`config.mk`:
```
export PLATFORM = sky130hd
export DESIGN_NAME = mult_sequencer
export DESIGN_NICKNAME = d
export VERILOG_FILES = /design/src/rtl/mult_sequencer.sv
export SDC_FILE = /design/constraint.sdc
export NUM_CORES = 1
export LEC_CHECK = 0
export ABC_CLOCK_PERIOD_IN_PS = 14000
export CORE_AREA = 2 2 198 200
export DETAILED_ROUTE_END_ITERATION = 6
export DIE_AREA = 0 0 200 202
export SLEW_MARGIN = 20
export SYNTH_ARGS = -nofsm -noshare
export SYNTH_HDL_FRONTEND = slang
export SYNTH_SLANG_ARGS = --single-unit
```
`constraint.sdc`:
```
create_clock -name clk -period 14 [get_ports clk]
set_input_delay 3.5 -clock clk [delete_from_list [all_inputs] [get_ports clk]]
set_output_delay 3.5 -clock clk [all_outputs]
set_load 0.03 [all_outputs]
```
`src/rtl/mult_sequencer.sv`:
```
`default_nettype none
// ============================================================================
// Module  : mult_sequencer
// Purpose : Sequential signed multiplier driving HI/LO.
//           Works on operand magnitudes with unsigned shift-add, then fixes the sign.
// Revision: 1.0
// ============================================================================
module mult_sequencer #(
    parameter int WIDTH = 32
) (
    input  logic             clk,
    input  logic             reset,
    input  logic             start,
    input  logic [WIDTH-1:0] a,
    input  logic [WIDTH-1:0] b,
    input  logic             rd_hi,
    input  logic             rd_lo,
    output logic             busy,
    output logic             stall,
    output logic             done,
    output logic [WIDTH-1:0] hi,
    output logic [WIDTH-1:0] lo,
    output logic [WIDTH-1:0] hi_lo_out
);

    localparam int CNT_W = (WIDTH > 1) ? $clog2(WIDTH) : 1;
    localparam logic [CNT_W-1:0] LAST_CNT = CNT_W'(WIDTH - 1);

    localparam logic [1:0] IDLE = 2'd0;
    localparam logic [1:0] CALC = 2'd1;
    localparam logic [1:0] SIGN = 2'd2;

    logic [1:0]         state;
    logic [2*WIDTH-1:0] acc;
    logic [2*WIDTH-1:0] addend;
    logic [WIDTH-1:0]   mplier;
    logic               sign;
    logic [CNT_W-1:0]   count;
    logic [WIDTH-1:0]   mag_a;
    logic [WIDTH-1:0]   mag_b;

    // Unsigned magnitudes: the most negative value maps onto 2^(WIDTH-1) exactly.
    assign mag_a = a[WIDTH-1] ? (~a + 1'b1) : a;
    assign mag_b = b[WIDTH-1] ? (~b + 1'b1) : b;

    always_ff @(posedge clk or posedge reset) begin
        if (reset) begin
            state  <= IDLE;
            acc    <= '0;
            addend <= '0;
            mplier <= '0;
            sign   <= 1'b0;
            count  <= '0;
            hi     <= '0;
            lo     <= '0;
            done   <= 1'b0;
        end else begin
            done <= 1'b0;
            case (state)
                IDLE: begin
                    if (start) begin
                        addend <= {{WIDTH{1'b0}}, mag_a};
                        mplier <= mag_b;
                        sign   <= a[WIDTH-1] ^ b[WIDTH-1];
                        acc    <= '0;
                        count  <= '0;
                        state  <= CALC;
                    end
                end
                CALC: begin
                    // The multiplicand walks left while the multiplier walks right.
                    if (mplier[0]) begin
                        acc <= acc + addend;
                    end
                    addend <= addend << 1;
                    mplier <= mplier >> 1;
                    count  <= count + 1'b1;
                    if (count == LAST_CNT) begin
                        state <= SIGN;
                    end
                end
                SIGN: begin
                    {hi, lo} <= sign ? (~acc + 1'b1) : acc;
                    done     <= 1'b1;
                    state    <= IDLE;
                end
                default: state <= IDLE;
            endcase
        end
    end

    assign busy      = (state != IDLE);
    assign stall     = busy & (start | rd_hi | rd_lo);
    assign hi_lo_out = rd_hi ? hi : lo;

endmodule
`default_nettype wire

```
==> reports/qor.txt <==
Outcome: completed
Final Slew Violations: 0
Cell Rows: 72
Post-synth EDFFs: 0
Synthesized area per cell: 8.76 um2
Global-route met1 utilization: 0.313
Antenna-violating nets left: 0
Power Density: 248 nW/um2
Vias in the first global route: 12500
Final Hold Fails: 0
FF+latch area: 5830 um2
Chip width: 200 um
Cell variety after synth: 57
Critical Path Start Type: input port
Worst-path fanout max: 33
Multi-input gate area: 8770 um2
Layout cells sized above 1: 0.0619
Global-route wire length before repair: 69000 um
Synth-to-Final Area Change: 19.9%
Final period utilization: 0.623
Max IR drop VDD: 0.125 mV
Drt wl/cell: 18.1 um
Ys Warns: 0
Synth Flop Type: dfrtp_1
Hold bufs inserted after CTS: 0
Fillers: 3711
Critical path arrival: 5.22 ns
Data required, critical path: 10.50 ns
CP Buf/Inv Count: 2
Final Net Count: 1959
Total congestion overflow: 0
Vias/cell: 5.60
Cts repair resizes: 0
Num CTS Buffers: 28
DR pass1 iterations: 5
DP HPWL: 31700 um
CTS tree: done
Sink Count: 233
Setup crit end kind: output pin
GRT Total Usage: 0.212
Starting Density: 0.394
Gp weighted congestion: 0.896
Gr busiest metal: met2
Leak: 7.67 nW
Slowest cell on the critical path: buf_2
Total power: 4.48 mW
Achievable Freq: 115 MHz
Clk slew on worst S/H paths: 0.06 ns
RSZ-0062 raised after global routing: false
Final WL: 42800 um
Worst slew pin tran: 1.13 ns
Clock latency on the worst-skew pair: 0.55 ns
I/O pins: 168
I/O Buffers: 167
Vias: 13200
Core area: 38300 um2
Chip Height: 202 um
Post-Syn Area: 15100 um2
Die area: 40400 um2
Tmin final: 8.72 ns
Hold Crit Class: reg -> reg
Grt met3 use: 0.0280
Mapped Cells: 1721
Clock Skews: 0.00663 ns
Mapped Nets: 1859
H-tree depth: 1
Setup CP Type: in -> out
Seq/Total Area, Yosys: 0.387
Setup_tns: 0 ns
Met2 GRT Util: 0.321
Max-Cap Viols: 0
Crit-path cells: buf_2 -> mux2_2 -> clkdlybuf4s50_1
Post-CTS Setup Inserts: 0
Ys async rst share: 1.00
Root buffer cell: clkbuf_16
Max stage delay on crit path: 0.68 ns
# setup viols final: 0
Crit-path leading delay family: buffers and inverters
CTS max path bufs: 3
#FFs+latches synth: 233
Initial antenna violation count: 1
Pin count of the biggest net entering global routing: 129
Initial drt markers: 978
Worst slew margin: 0.248
Drt drc: 0
-- Yosys cell counts (all sizes together) (2+ instances only) --
library cell	instances	area share
nor3	17	0.0060
a41oi	6	0.0035
nand4b	2	0.0012
nor4	12	0.0050
nor2	48	0.012
a211oi	8	0.0040
a21oi	107	0.036
nand3b	4	0.0020
nand2b	17	0.0071
a21o	32	0.016
xor2	99	0.058
o31ai	35	0.017
o21a	5	0.0025
nor2b	12	0.0050
a21boi	5	0.0025
o21bai	5	0.0025
xnor2	78	0.045
and2	7	0.0029
a22o	37	0.022
or2	9	0.0037
and3	7	0.0029
o21ai	247	0.083
or4	19	0.010
a31o	2	0.0012
a22oi	28	0.014
a31oi	13	0.0054
clkbuf	91	0.023
nand2	243	0.061
mux2	32	0.024
nand3	18	0.0060
ha	68	0.056
nand4	20	0.0083
o22ai	53	0.022
inv	28	0.0070
o41ai	17	0.0099
dfrtp	233	0.39
or3	22	0.010
a211o	2	0.0012
buf	15	0.0039
mux2i	5	0.0033
a41o	2	0.0013
a311oi	3	0.0017
-- per-stage QoR --
step	hold WS [ns]	cells	area [um2]	setup WS (ns)	util
after floorplan	0.449	1721	15100	4.11	-
after global placement	0.469	2309	17100	5.28	0.447
after detailed placement	0.475	2309	17100	5.29	0.447
after CTS	0.487	2360	18100	5.28	0.472
after global routing	0.519	2360	18100	5.19	0.472
final	0.486	2361	18100	5.28	0.472
-- power by group --
part	leakage (nW)	total [mW]	switching, mW	internal (mW)
combinational	4.34	2.39	1.42	0.970
clock	0.471	0.757	0.287	0.470
sequential	2.86	1.33	0.363	0.962
total	7.67	4.48	2.07	2.40
-- state kept, by name, summed over array words and instances, names as in the netlist --
signal  count
acc        64
addend     64
count       5
done        1
hi         32
lo         32
mplier     32
sign        1
state       2
-- layout by cell type, fill, tap and decap left out, types with 36 or more instances in the layout --
master,count
xnor2_1,78
clkdlybuf4s50_1,166
o22ai_1,53
nand2_1,242
ha_1,68
a21oi_1,107
dfrtp_1,232
nor2_1,46
xor2_1,99
o21ai_0,240
a22o_1,36
-- worst register-to-register path, delay by kind of cell, from the launching register on --
kind | cells | cell delay, ns
flip-flops | 1 | 0.42
AND/OR/NAND/NOR | 1 | 0.17
XOR/XNOR | 1 | 0.21
buffers and inverters | 1 | 0.05
adder cells (fa/ha/maj) | 2 | 0.58
AO/OA/AOI/OAI | 10 | 3.62
-- kinds of logic (layout without fill, tap and decap cells) --
group	count (synthesis)	in the layout	share of synthesized area
AOI/OAI and AO/OA	612	612	0.248
xor gates and xnor gates	177	177	0.103
adders and majority gates	69	69	0.0578
buffers and inverters	134	255	0.0335
DFF	233	233	0.387
muxes	37	37	0.0272
other	0	1	0
and+or+nand+nor	459	459	0.144
-- path summary, 6_finish.rpt --
kind	startpoint	end	slack, ns	cells after the start
setup / recovery	rd_hi	hi_lo_out[4]	5.28	3
hold / removal	mplier[1]	mplier[1]	0.49	2
setup reg to reg	acc[0]	acc[62]	8.86	15
hold reg to reg	mplier[1]	mplier[1]	0.49	2
max in group asynchronous	reset	addend[2]	9.18	3
min in group asynchronous	reset	lo[11]	3.44	2
-- area by class of cell --
cell class	count	area share
clock buffer	43	0.0469
multi-input combinational	1354	0.485
antenna	1	0.000138
sequential	233	0.323
clock inverter	8	0.00685
tap	518	0.0359
inverter	28	0.00623
timing repair buffer	176	0.0960
-- per-layer routing --
metal  vias to the layer above  routed length (um)
met1                      6308               20600
li1                       6489                   -
met4                         0                1140
met5                         -                   0
met3                        56                2480
met2                       361               18600
Power figures use the tool's default switching activity.
